## src/rtl/cnot_bist_if.sv

```systemverilog
// Handshake and operand bundle between the CNOT BIST sequencer and its environment.
// The slave side is the sequencer; the master side is the controller plus the CNOT bank.
interface cnot_bist_if #(
    parameter int WIDTH = 1,
    parameter int ERR_W = 8
);
    logic                 start;
    logic                 abort;
    logic [WIDTH-1:0]     x1_o;
    logic [WIDTH-1:0]     x2_o;
    logic [WIDTH-1:0]     y1_i;
    logic [WIDTH-1:0]     y2_i;
    logic                 busy;
    logic                 done;
    logic                 pass;
    logic [ERR_W-1:0]     err_count;
    logic                 fail_seen;
    logic [2*WIDTH-1:0]   first_fail_vec;

    modport master (
        output start, abort, y1_i, y2_i,
        input  x1_o, x2_o, busy, done, pass, err_count, fail_seen, first_fail_vec
    );

    modport slave (
        input  start, abort, y1_i, y2_i,
        output x1_o, x2_o, busy, done, pass, err_count, fail_seen, first_fail_vec
    );
endinterface

```

## src/rtl/cnot_bist_sequencer.sv

```systemverilog
// Built-in self-test sequencer: sweeps every {x1,x2} operand pair through a CNOT bank,
// holds each for HOLD_CYCLES, then checks y1==x1 and y2==x1^x2.
module cnot_bist_sequencer #(
    parameter int WIDTH       = 1,
    parameter int HOLD_CYCLES = 4,
    parameter int ERR_W       = 8
) (
    input  logic          clk,
    input  logic          rst,
    cnot_bist_if.slave    bus
);
    localparam int VW  = 2 * WIDTH;
    localparam int HCW = (HOLD_CYCLES > 1) ? $clog2(HOLD_CYCLES) : 1;
    localparam logic [HCW-1:0] HOLD_LAST = HCW'(HOLD_CYCLES - 1);

    typedef enum logic [1:0] {
        IDLE  = 2'd0,
        APPLY = 2'd1,
        CHECK = 2'd2,
        DONE  = 2'd3
    } state_t;

    state_t             state_r;
    logic [VW-1:0]      vec_r;
    logic [HCW-1:0]     hold_r;
    logic               busy_r;
    logic               done_r;
    logic               pass_r;
    logic [ERR_W-1:0]   err_r;
    logic               fail_seen_r;
    logic [VW-1:0]      first_fail_r;

    logic               mismatch_s;
    logic [ERR_W-1:0]   err_next_s;
    logic               last_vec_s;

    // Compare gate outputs against the held vector and precompute the saturating count.
    always_comb begin
        mismatch_s = 1'b0;
        err_next_s = err_r;
        last_vec_s = 1'b0;
        mismatch_s = (bus.y1_i != vec_r[VW-1:WIDTH]) ||
                     (bus.y2_i != (vec_r[VW-1:WIDTH] ^ vec_r[WIDTH-1:0]));
        if (err_r == {ERR_W{1'b1}}) begin
            err_next_s = err_r;
        end else begin
            err_next_s = err_r + ERR_W'(1);
        end
        last_vec_s = (vec_r == {VW{1'b1}});
    end

    // Sweep FSM; abort takes priority over start, and a start in DONE re-arms a fresh sweep.
    always_ff @(posedge clk or posedge rst) begin
        if (rst) begin
            state_r      <= IDLE;
            vec_r        <= {VW{1'b0}};
            hold_r       <= {HCW{1'b0}};
            busy_r       <= 1'b0;
            done_r       <= 1'b0;
            pass_r       <= 1'b0;
            err_r        <= {ERR_W{1'b0}};
            fail_seen_r  <= 1'b0;
            first_fail_r <= {VW{1'b0}};
        end else begin
            case (state_r)
                IDLE, DONE: begin
                    if (bus.start && !bus.abort) begin
                        state_r      <= APPLY;
                        vec_r        <= {VW{1'b0}};
                        hold_r       <= {HCW{1'b0}};
                        busy_r       <= 1'b1;
                        done_r       <= 1'b0;
                        pass_r       <= 1'b0;
                        err_r        <= {ERR_W{1'b0}};
                        fail_seen_r  <= 1'b0;
                        first_fail_r <= {VW{1'b0}};
                    end else begin
                        state_r <= state_r;
                    end
                end
                APPLY: begin
                    if (bus.abort) begin
                        state_r <= IDLE;
                        busy_r  <= 1'b0;
                        vec_r   <= {VW{1'b0}};
                        hold_r  <= {HCW{1'b0}};
                    end else if (hold_r == HOLD_LAST) begin
                        state_r <= CHECK;
                        hold_r  <= {HCW{1'b0}};
                    end else begin
                        hold_r  <= hold_r + HCW'(1);
                    end
                end
                CHECK: begin
                    if (bus.abort) begin
                        state_r <= IDLE;
                        busy_r  <= 1'b0;
                        vec_r   <= {VW{1'b0}};
                        hold_r  <= {HCW{1'b0}};
                    end else begin
                        if (mismatch_s) begin
                            err_r <= err_next_s;
                            if (!fail_seen_r) begin
                                fail_seen_r  <= 1'b1;
                                first_fail_r <= vec_r;
                            end else begin
                                first_fail_r <= first_fail_r;
                            end
                        end else begin
                            err_r <= err_r;
                        end
                        // The last vector stays on the operand bus while DONE is held.
                        if (last_vec_s) begin
                            state_r <= DONE;
                            busy_r  <= 1'b0;
                            done_r  <= 1'b1;
                            pass_r  <= ((mismatch_s ? err_next_s : err_r) == {ERR_W{1'b0}});
                        end else begin
                            state_r <= APPLY;
                            vec_r   <= vec_r + VW'(1);
                        end
                    end
                end
                default: begin
                    state_r <= IDLE;
                    busy_r  <= 1'b0;
                    vec_r   <= {VW{1'b0}};
                    hold_r  <= {HCW{1'b0}};
                end
            endcase
        end
    end

    assign bus.x1_o           = vec_r[VW-1:WIDTH];
    assign bus.x2_o           = vec_r[WIDTH-1:0];
    assign bus.busy           = busy_r;
    assign bus.done           = done_r;
    assign bus.pass           = pass_r;
    assign bus.err_count      = err_r;
    assign bus.fail_seen      = fail_seen_r;
    assign bus.first_fail_vec = first_fail_r;
endmodule

```

## src/flat_wrapper.sv

```systemverilog
// flat-port wrapper written by rule: the top's interface ports become plain ports
module cnot_bist_sequencer_flat 
#(
    parameter int WIDTH       = 1,
    parameter int HOLD_CYCLES = 4,
    parameter int ERR_W       = 8
)
  (clk, rst, bus_start, bus_abort, bus_y1_i, bus_y2_i, bus_x1_o, bus_x2_o, bus_busy, bus_done, bus_pass, bus_err_count, bus_fail_seen, bus_first_fail_vec);
  cnot_bist_if #(.WIDTH(WIDTH), .ERR_W(ERR_W)) bus_i ();
  input  logic clk;
  input  logic rst;
  input wire logic [$bits(bus_i.start)-1:0] bus_start;
  input wire logic [$bits(bus_i.abort)-1:0] bus_abort;
  input wire logic [$bits(bus_i.y1_i)-1:0] bus_y1_i;
  input wire logic [$bits(bus_i.y2_i)-1:0] bus_y2_i;
  output wire logic [$bits(bus_i.x1_o)-1:0] bus_x1_o;
  output wire logic [$bits(bus_i.x2_o)-1:0] bus_x2_o;
  output wire logic [$bits(bus_i.busy)-1:0] bus_busy;
  output wire logic [$bits(bus_i.done)-1:0] bus_done;
  output wire logic [$bits(bus_i.pass)-1:0] bus_pass;
  output wire logic [$bits(bus_i.err_count)-1:0] bus_err_count;
  output wire logic [$bits(bus_i.fail_seen)-1:0] bus_fail_seen;
  output wire logic [$bits(bus_i.first_fail_vec)-1:0] bus_first_fail_vec;
  assign bus_i.start = bus_start;
  assign bus_i.abort = bus_abort;
  assign bus_i.y1_i = bus_y1_i;
  assign bus_i.y2_i = bus_y2_i;
  assign bus_x1_o = bus_i.x1_o;
  assign bus_x2_o = bus_i.x2_o;
  assign bus_busy = bus_i.busy;
  assign bus_done = bus_i.done;
  assign bus_pass = bus_i.pass;
  assign bus_err_count = bus_i.err_count;
  assign bus_fail_seen = bus_i.fail_seen;
  assign bus_first_fail_vec = bus_i.first_fail_vec;
  cnot_bist_sequencer #(.WIDTH(WIDTH), .HOLD_CYCLES(HOLD_CYCLES), .ERR_W(ERR_W)) u_core (.clk(clk), .rst(rst), .bus(bus_i));
endmodule
```

## config.mk

```make
export PLATFORM = sky130hd
export DESIGN_NAME = cnot_bist_sequencer_flat
export DESIGN_NICKNAME = d
export VERILOG_FILES = /design/src/rtl/cnot_bist_if.sv /design/src/rtl/cnot_bist_sequencer.sv /design/src/flat_wrapper.sv
export SDC_FILE = /design/constraint.sdc
export NUM_CORES = 1
export LEC_CHECK = 0
export CAP_MARGIN = 25
export CORE_UTILIZATION = 56
export DETAILED_ROUTE_END_ITERATION = 6
export GPL_TIMING_DRIVEN = 0
export HOLD_SLACK_MARGIN = 0.06
export MAX_ROUTING_LAYER = met4
export PLACE_DENSITY = 0.84
export SLEW_MARGIN = 10
export SYNTH_ARGS = -nofsm -noshare
export SYNTH_HDL_FRONTEND = slang
export SYNTH_SLANG_ARGS = --single-unit
```

## constraint.sdc

```tcl
create_clock -name clk -period 6.4 [get_ports clk]
set_clock_uncertainty 0.1 [all_clocks]
set_input_delay 1.28 -clock clk [delete_from_list [all_inputs] [get_ports clk]]
set_output_delay 1.28 -clock clk [all_outputs]
set_load 0.02 [all_outputs]
```

==> results of run 1 <==
sequential cells by signal, summed over array words and instances (netlist names):
name                       count
u_core.bus.pass                1
u_core.bus.busy                1
u_core.bus.done                1
u_core.vec_r                   2
u_core.bus.err_count           8
u_core.state_r                 2
u_core.bus.first_fail_vec      2
u_core.bus.fail_seen           1
u_core.hold_r                  2
report_power, final:
| part | leakage, nW | switching, mW | internal, mW |
|---|---|---|---|
| Clock | 0.0138 | 0.0400 | 0.0220 |
| Combinational | 0.380 | 0.164 | 0.126 |
| Sequential | 0.271 | 0.0314 | 0.155 |
worst paths after layout:
path	to	slack [ps]	from
setup / recovery	u_core.bus.err_count[0]	3490	bus_start
hold / removal	u_core.bus.first_fail_vec[1]	450	u_core.bus.first_fail_vec[1]
setup reg to reg	u_core.bus.err_count[0]	4030	u_core.state_r[0]
hold reg to reg	u_core.bus.first_fail_vec[1]	450	u_core.bus.first_fail_vec[1]
max in group asynchronous	u_core.bus.err_count[3]	4410	rst
min in group asynchronous	u_core.bus.err_count[6]	1310	rst
routing by layer:
layer | vias to the layer above | wire [um]
li1 | 560 | -
met1 | 568 | 1410
met2 | 51 | 1410
met3 | 5 | 181
met4 | 0 | 38
met5 | - | 0
kinds of logic after synthesis:
family          share of synthesized area
simple gates                        0.192
xor+xnor                           0.0258
compound gates                      0.276
flops                               0.396
buf+inv                            0.0307
mux                                0.0297
fa+ha+maj                          0.0496
Yosys cell counts (2+ instances only):
library cell	count
dfrtp_1	20
o21ai_0	14
a21oi_1	12
nand2_1	11
nor2_1	8
a22o_1	6
ha_1	5
inv_1	5
and2_1	4
o31ai_1	4
and3_1	3
nand2b_1	3
nand3_1	3
a31oi_1	2
mux2_2	2
nand4_1	2
nor2b_1	2
nor3_1	2
o21ai_1	2
o22ai_1	2
xnor2_2	2
worst max-delay path, cell delays in order:
cell and delay [ps]:
clkdlybuf4s50_1 490, nand2_1 130, a21oi_1 550, o21ai_0 250, mux2_2 320
area by class of cell:
type | count | area (um^2)
plain buffers | 3 | 20.0
clock buffers | 3 | 22.5
fillers | 182 | 513
inverters | 5 | 18.8
multi-input cells | 107 | 723
flip-flops and latches | 20 | 500
well taps | 27 | 33.8
repair buffers | 21 | 210
per-stage QoR:
| step | power (mW) | cell area, um^2 | instances | util |
|---|---|---|---|---|
| after global routing | 0.577 | 1530 | 186 | 0.749 |
| after detailed placement | 0.473 | 1510 | 183 | 0.738 |
| after floorplan | 0.383 | 1260 | 135 | - |
| after global placement | 0.457 | 1510 | 183 | 0.738 |
| after CTS | 0.534 | 1530 | 186 | 0.749 |
| final | 0.538 | 1530 | 186 | 0.749 |
==> results.md, run 1 <==
* DRC at 0
* Setup WS post-layout at 3490 ps
* Die Y at 49.5 um
* Largest net degree at the start of global routing at 21
* WL/cell at 16.4 um
* N_diodes at 0
* CTS H-Tree Depth at 1
* Pre-Repair DR Iteration Count at 4
* Clock transition at path regs at 110 ps
* DP HPWL at 2.19 mm
* Synthesized Nets at 146
* Met1 Use GR at 0.396
* # rows at 16
* Vias in the first global route at 1155
* Core Region at 0.00204 mm^2
* Mean area per synthesized cell at 9.35 um^2
* Worst hold slack at 446 ps
* GRT busiest layer: met2
* FF-to-FF path depth at 6
* Status: completed
* Final hold violation count at 0
* Main synth FF type: dfrtp_1
* Leakage at 0.666 nW
* Max IR drop VDD at 0.295 mV
* Most common cell after layout, fill and taps aside: clkdlybuf4s50_1
* Pwr dens at 352 mW/mm^2
* Pins over their slew limit at 0
* Setup tns final at 0 ps
* RD Place Congestion at 0.919
* CP max FO at 7
* Post-cts resize count at 0
* TritonCTS clock tree: yes
* Synth warn at 0
* Async SR Flop Fraction at 1.00
* Via density at 6.37
* Synth unique cells at 42
* # port buffers at 21
* Tcrit/Tclk final at 0.455
* Clock latency on the worst-skew pair at 310 ps
* Die Wd at 49.5 um
* Max Cap Viol at 0
* Post-CTS Setup Bufs at 0
* Yosys top cell by area: dfrtp_1
* Layout cell share with drive strength beyond 1 at 0.101
* Grt met2 use at 0.470
* CTS Buf Count at 3
* M3 GR Usage at 0.0340
* Die Area at 0.00245 mm^2
* RSZ-0062 raised after global routing: false
* Area contributors post-synth: dfrtp_1, o21ai_0, ha_1, a21oi_1, a22o_1
* Critical path required time at 6500 ps
* Synthesized flop and latch total at 20
* First-pass GRT wire length at 5.33 mm
* Number of enable flip-flop cells after synthesis at 0
* Setup WS pre-CTS at 3210 ps
* Share of the synthesized area in the top cell type at 0.396
* Ports placed on the boundary at 22
* Clock Tree Buf Depth at 2
* Clk root buf: clkbuf_4
* Initial Util at 0.618
* Grt ovf at 0
* Seq/Total Area, Yosys at 0.396
* Clock Sinks at 20
* Worst-margin pin slew at 774 ps
* Area delta synth->final at 21.1%
* Post-layout min period at 2910 ps
* Worst Setup Start Kind: input port
* Final setup viols at 0
* Max transition margin at 0.484
* Arrival time worst endpoint at 3020 ps
* Min-delay worst type: reg -> reg
* Commonest cells after routing, fill and taps aside: clkdlybuf4s50_1, dfrtp_1, o21ai_0
* WHS Path Cells at 1
* Initial DRC count at 44
* Total Wirelength at 3.04 mm
* CP endpoint kind: flop
* Crit Path Category: in -> reg
* Initial antenna violation count at 0
* Antenna-violating nets left at 0
* Fmax at 343 MHz
* Total Routing Usage GR at 0.293
* Cell area after synthesis at 0.00126 mm^2
* Vias at 1184
* Synth Instances at 135
* Nets at 172
* Post-CTS Hold Buffers at 0
Power figures use the tool's default switching activity.
==> inputs of run 2 (changes only) <==
--- a/config.mk
+++ b/config.mk
@@ -6,12 +6,12 @@
 export NUM_CORES = 1
 export LEC_CHECK = 0
 export CAP_MARGIN = 25
-export CORE_UTILIZATION = 56
+export CORE_UTILIZATION = 52
 export DETAILED_ROUTE_END_ITERATION = 6
 export GPL_TIMING_DRIVEN = 0
 export HOLD_SLACK_MARGIN = 0.06
 export MAX_ROUTING_LAYER = met4
-export PLACE_DENSITY = 0.84
+export PLACE_DENSITY = 0.79
 export SLEW_MARGIN = 10
 export SYNTH_ARGS = -nofsm -noshare
 export SYNTH_HDL_FRONTEND = slang
==> constraint.sdc (replaced) <==
create_clock -name clk -period 2.7 [get_ports clk]
set_clock_uncertainty 0.1 [all_clocks]
set_input_delay 0.54 -clock clk [delete_from_list [all_inputs] [get_ports clk]]
set_output_delay 0.54 -clock clk [all_outputs]
set_load 0.02 [all_outputs]
==> run 2 against run 1 <==
Worst hold slack worse by 9.6 ps. Critical path depth is 1 higher. Sequential share of layout area is 0.32 points lower. Register-to-register slack worse by 3600 ps. Clock power grew to 2.9 times the previous value. Utilization is 6.4 points lower. Worst setup slack worse by 3000 ps. Wire length is 4.9% lower. Flip-flop and latch count stayed put. Cell area is 0.98% higher. Via count is 2.6% lower. Combinational power is 130% higher. Highest routed layer unchanged.
==> results.md, run 2 (same netlist as run 1, synthesis figures left out) <==
* Nets at 172 (unchanged)
* CP endpoint kind: flop (unchanged)
* Most common cell after layout, fill and taps aside: clkdlybuf4s50_1 (unchanged)
* CTS H-Tree Depth at 1 (unchanged)
* Buf/Inv on CP at 1 (unchanged)
* DP HPWL at 2.12 mm (was 2.19 mm)
* Clock Tree Buf Depth at 2 (unchanged)
* Arrival time worst endpoint at 2340 ps (was 3020 ps)
* Commonest cells after routing, fill and taps aside: clkdlybuf4s50_1, dfrtp_1, o21ai_0 (unchanged)
* Fmax at 449 MHz
* CTS Buf Count at 3 (unchanged)
* Setup WS post-layout at 474 ps (was 3490 ps)
* Tcrit/Tclk final at 0.824
* DRC at 0 (unchanged)
* Switching Fraction at 0.424 (was 0.438)
* Psw at 0.551 mW (was 0.236 mW)
* Largest net degree at the start of global routing at 21 (unchanged)
* Crit. Startpoint: u_core.state_r[0] (was bus_start)
* Min-delay worst type: reg -> reg (unchanged)
* Sequential share of power at 0.340 (was 0.346)
* Setup tns final at 0 ps (unchanged)
* Pwr dens at 841 mW/mm^2 (was 352 mW/mm^2)
* Post-CTS Hold Buffers at 0 (unchanged)
* Fin area at 0.00154 mm^2 (was 0.00153 mm^2)
* Die Wd at 51.3 um (was 49.5 um)
* Initial antenna violation count at 0 (unchanged)
* Dpl cell area at 0.00151 mm^2 (about the same)
* Vias in the first global route at 1075 (was 1155)
* Internal at 0.748 mW (was 0.302 mW)
* Total Wirelength at 2.90 mm (was 3.04 mm)
* Setup WS pre-CTS at 286 ps (was 3210 ps)
* Crit Path Category: reg -> reg (was in -> reg)
* Leakage at 0.673 nW (was 0.666 nW)
* Max transition margin at 0.491 (was 0.484)
* Final-layout fill cell count at 197 (was 182)
* Combinational Power Share at 0.520 (was 0.539)
* Grt ovf at 0 (unchanged)
* RSZ-0062 raised after global routing: false (unchanged)
* Crit path max-delay family: compound AO/OA/AOI/OAI gates (unchanged)
* Die Area at 0.00263 mm^2 (was 0.00245 mm^2)
* Vias at 1153 (was 1184)
* # rows at 17 (was 16)
* Initial Util at 0.560 (was 0.618)
* Dpl cells at 184 (was 183)
* Critical path required time at 2810 ps (was 6500 ps)
* Core Region at 0.00225 mm^2 (was 0.00204 mm^2)
* Post-cts resize count at 0 (unchanged)
* Final Non-Filler Cells at 188 (was 186)
* Cell Chain, Critical Path: inv_1 > ha_1 > nand2b_1 > a21oi_1 > o21ai_0 > mux2_2 (was clkdlybuf4s50_1 > nand2_1 > a21oi_1 > o21ai_0 > mux2_2)
* Worst path max stage delay at 450 ps (was 550 ps)
* Max stage delay cell, worst path: a21oi_1 (unchanged)
* Largest register FFs at 8 (unchanged)
* Initial DRC count at 28 (was 44)
* # port buffers at 21 (unchanged)
* Clk root buf: clkbuf_4 (unchanged)
* Pins over their slew limit at 0 (unchanged)
* Clock latency on the worst-skew pair at 310 ps (about the same)
* Via density at 6.13 (was 6.37)
* Post-CTS Setup Bufs at 0 (unchanged)
* Final hold violation count at 0 (unchanged)
* Status: completed (unchanged)
* Ports placed on the boundary at 22 (unchanged)
* Die Y at 51.3 um (was 49.5 um)
* Clock Sinks at 20 (unchanged)
* Worst-margin pin slew at 762 ps (was 774 ps)
* Clock transition at path regs at 120 ps (was 110 ps)
* RD Place Congestion at 0.854 (was 0.919)
* WL/cell at 15.4 um (was 16.4 um)
* Total Routing Usage GR at 0.266 (was 0.293)
* Pre-Repair DR Iteration Count at 4 (unchanged)
* Post-layout min period at 2230 ps
* Area delta synth->final at 22.3% (was 21.1%)
* Max Cap Viol at 0 (unchanged)
* TritonCTS clock tree: yes (unchanged)
* N_diodes at 0 (unchanged)
* Antenna-violating nets left at 0 (unchanged)
* R2R Path Start: u_core.state_r[0] (unchanged)
* Max IR drop VDD at 0.615 mV (was 0.295 mV)
* First-pass GRT wire length at 4.95 mm (was 5.33 mm)
* Min-delay src: u_core.bus.first_fail_vec[0] (was u_core.bus.first_fail_vec[1])
* Worst Setup Start Kind: flop (was input port)
* CP max FO at 8 (was 7)
* Final setup viols at 0 (unchanged)
* Layout cell share with drive strength beyond 1 at 0.106 (was 0.101)
* Clock power share at 0.140 (was 0.115)
## run 2: changes by cell type in the layout (fill, tap and decap cells not counted)
cell      change
clkbuf_8      +1
## run 2: metrics by stage
stage | util | hold slack (ps) | total power [mW]
3_3_place_gp | 0.669 | 398 | 1.08
6_report | 0.685 | 436 | 1.30
3_5_place_dp | 0.669 | 418 | 1.12
5_1_grt | 0.685 | 488 | 1.40
4_1_cts | 0.685 | 446 | 1.30
2_1_floorplan | - | 382 | 0.909
## run 2: cell type report
cell class	instances	area [um^2]	area share
inverters	5	18.8	0.0122
flip-flops and latches	20	500	0.324
multi-input cells	107	723	0.468
repair buffers	21	210	0.136
plain buffers	3	20.0	0.0130
well taps	28	35.0	0.0227
clock buffers	4	36.3	0.0235
## run 2: metal layers
metal / vias to the layer above / part of all wire / global-route usage / routed length (um)
li1: 559 / - / - / -
met1: 546 / 0.49 / 0.354 / 1410
met2: 40 / 0.44 / 0.386 / 1270
met3: 8 / 0.053 / 0.0446 / 152
met4: 0 / 0.021 / 0.140 / 61
met5: - / 0 / - / 0
## run 2: worst paths after layout
check,end,slack (ps),cells after the start
min reg2reg,u_core.bus.first_fail_vec[0],440,1
max reg2reg,u_core.bus.err_count[0],470,6
max,u_core.bus.err_count[0],470,6
max in group asynchronous,u_core.bus.err_count[7],1480,2
min,u_core.bus.first_fail_vec[0],440,1
min in group asynchronous,u_core.state_r[0],540,2
## run 2: power by group through the flow
stage | Combinational [mW] | Clock (mW) | Sequential (mW)
floorplan | 0.428 | 0 | 0.481
CTS | 0.673 | 0.189 | 0.441
finish | 0.675 | 0.182 | 0.442
global placement | 0.645 | 0 | 0.438
detailed placement | 0.669 | 0 | 0.447
global route | 0.749 | 0.201 | 0.453
==> inputs of run 3 (changes only) <==
==> constraint.sdc (replaced) <==
create_clock -name clk -period 2.35 [get_ports clk]
set_clock_uncertainty 0.1 [all_clocks]
set_input_delay 0.47 -clock clk [delete_from_list [all_inputs] [get_ports clk]]
set_output_delay 0.47 -clock clk [all_outputs]
set_load 0.02 [all_outputs]
==> run 3 against run 2 <==
Die area unchanged. First-iteration DRC count did not move. Power rose by 15%. Sequential share of layout area decreased by 0.079 points. Flip-flop and latch count is the same. Worst hold slack barely moved. Non-clock buffer count stayed put. Critical path type unchanged. Largest power group unchanged. Highest routed layer unchanged.
==> results.md, run 3 (same netlist as run 1, synthesis figures left out) <==
* Max IR drop VDD at 0.708 mV (was 0.615 mV)
* Min-delay worst type: reg -> reg (unchanged)
* Final Total Pwr at 1.50 mW (was 1.30 mW)
* Max Cap Viol at 0 (unchanged)
* Layout cell share with drive strength beyond 1 at 0.113 (was 0.106)
* Clock transition at path regs at 120 ps (about the same)
* Final-layout fill cell count at 197 (unchanged)
* Pwr dens at 969 mW/mm^2 (was 841 mW/mm^2)
* Leakage at 0.673 nW (about the same)
* Post-layout min period at 2210 ps (was 2230 ps)
* Largest net degree at the start of global routing at 21 (unchanged)
* Total Wirelength at 2.92 mm (was 2.90 mm)
* Antenna-violating nets left at 0 (unchanged)
* Area delta synth->final at 22.6% (was 22.3%)
* Pre-Repair DR Iteration Count at 4 (unchanged)
* Fmax at 453 MHz (was 449 MHz)
* Die Y at 51.3 um (unchanged)
* Met1 Use GR at 0.354 (unchanged)
* Min-delay src: u_core.bus.first_fail_vec[0] (unchanged)
* Grt met2 use at 0.386 (unchanged)
* CTS H-Tree Depth at 1 (unchanged)
* Vias at 1167 (was 1153)
* Die Wd at 51.3 um (unchanged)
* Initial antenna violation count at 0 (unchanged)
* CTS Buf Count at 3 (unchanged)
* WL/cell at 15.5 um (was 15.4 um)
* Ports placed on the boundary at 22 (unchanged)
* # rows at 17 (unchanged)
* Tcrit/Tclk final at 0.939 (was 0.824)
* Pins over their slew limit at 0 (unchanged)
* N_diodes at 0 (unchanged)
* TritonCTS clock tree: yes (unchanged)
* First-pass GRT wire length at 4.95 mm (unchanged)
* Final setup viols at 0 (unchanged)
* Vias in the first global route at 1075 (unchanged)
* Initial DRC count at 28 (unchanged)
* DRC at 0 (unchanged)
* M3 GR Usage at 0.0446 (unchanged)
* Clk root buf: clkbuf_4 (unchanged)
* RD Place Congestion at 0.854 (unchanged)
* Final hold violation count at 0 (unchanged)
* Initial Util at 0.560 (unchanged)
* # port buffers at 21 (unchanged)
* Max transition margin at 0.488 (was 0.491)
* CP max FO at 8 (unchanged)
* Crit. Startpoint: u_core.vec_r[1] (was u_core.state_r[0])
* RSZ-0062 raised after global routing: false (unchanged)
* Post-CTS Hold Buffers at 0 (unchanged)
* CP endpoint kind: flop (unchanged)
* Status: completed (unchanged)
* Critical path required time at 2480 ps (was 2810 ps)
* Clock latency on the worst-skew pair at 320 ps (was 310 ps)
* Setup tns final at 0 ps (unchanged)
* Clock Tree Buf Depth at 2 (unchanged)
* Largest register FFs at 8 (unchanged)
* Core Region at 0.00225 mm^2 (unchanged)
* R2R Path Start: u_core.vec_r[1] (was u_core.state_r[0])
* Arrival time worst endpoint at 2330 ps (was 2340 ps)
* Worst Setup Start Kind: flop (unchanged)
* Commonest cells after routing, fill and taps aside: clkdlybuf4s50_1, dfrtp_1, o21ai_0 (unchanged)
* Nets at 172 (unchanged)
* Die Area at 0.00263 mm^2 (unchanged)
* Clock Sinks at 20 (unchanged)
* Most common cell after layout, fill and taps aside: clkdlybuf4s50_1 (unchanged)
* GRT busiest layer: met2 (unchanged)
* DP HPWL at 2.12 mm (unchanged)
* Via density at 6.21 (was 6.13)
* Grt ovf at 0 (unchanged)
* Worst-margin pin slew at 767 ps (was 762 ps)
* Total Routing Usage GR at 0.266 (unchanged)
* Crit Path Category: reg -> reg (unchanged)
==> run 3: layout make-up <==
type / instances / area (um^2) / area share
well taps: 28 / 35.0 / 0.0226
clock buffers: 4 / 36.3 / 0.0234
flip-flops and latches: 20 / 500 / 0.323
plain buffers: 3 / 20.0 / 0.0129
repair buffers: 21 / 210 / 0.136
multi-input cells: 107 / 727 / 0.470
inverters: 5 / 18.8 / 0.0121
==> run 3: power breakdown <==
part           total [mW]  switching (mW)  internal [mW]
registers           0.508          0.0867          0.421
logic               0.781           0.436          0.345
clock network       0.210           0.116         0.0949
total                1.50           0.638          0.861
==> run 3: worst paths after layout <==
check	end	slack, ps	depth (start not counted)
hold / removal	u_core.bus.first_fail_vec[0]	440	1
min in group asynchronous	u_core.state_r[0]	470	2
setup reg to reg	u_core.bus.pass	140	7
setup / recovery	u_core.bus.pass	140	7
hold reg to reg	u_core.bus.first_fail_vec[0]	440	1
max in group asynchronous	u_core.bus.err_count[7]	1200	2
==> run 3: stage by stage <==
step / cell area, um^2 / setup slack (ps) / hold slack [ps] / util / instances
after floorplan: 1260 / 143 / 334 / - / 135
after global placement: 1510 / 7.25 / 398 / 0.669 / 184
after detailed placement: 1510 / 5.74 / 418 / 0.669 / 184
after CTS: 1540 / 122 / 446 / 0.685 / 188
after global routing: 1550 / 9.52 / 488 / 0.686 / 188
final: 1550 / 144 / 436 / 0.686 / 188
==> run 3: worst max-delay path, stage by stage (launching register included) <==
cell     delay, ps
dfrtp_1        470
ha_1           350
xnor2_2        170
and2_1         160
buf_6          130
nor2_2         110
mux2_4         320
o41ai_2        310
==> run 3: repair_timing <==
item | CTS | global route
endpoints found under the setup margin | 0 | 2
gates resized for setup | 0 | 1
buffers inserted | 0 | 0
==> run 3: per-layer routing <==
metal	up-vias	share of wire
met5	-	0
met4	0	0.022
met3	9	0.052
met2	38	0.44
met1	560	0.48
li1	560	-
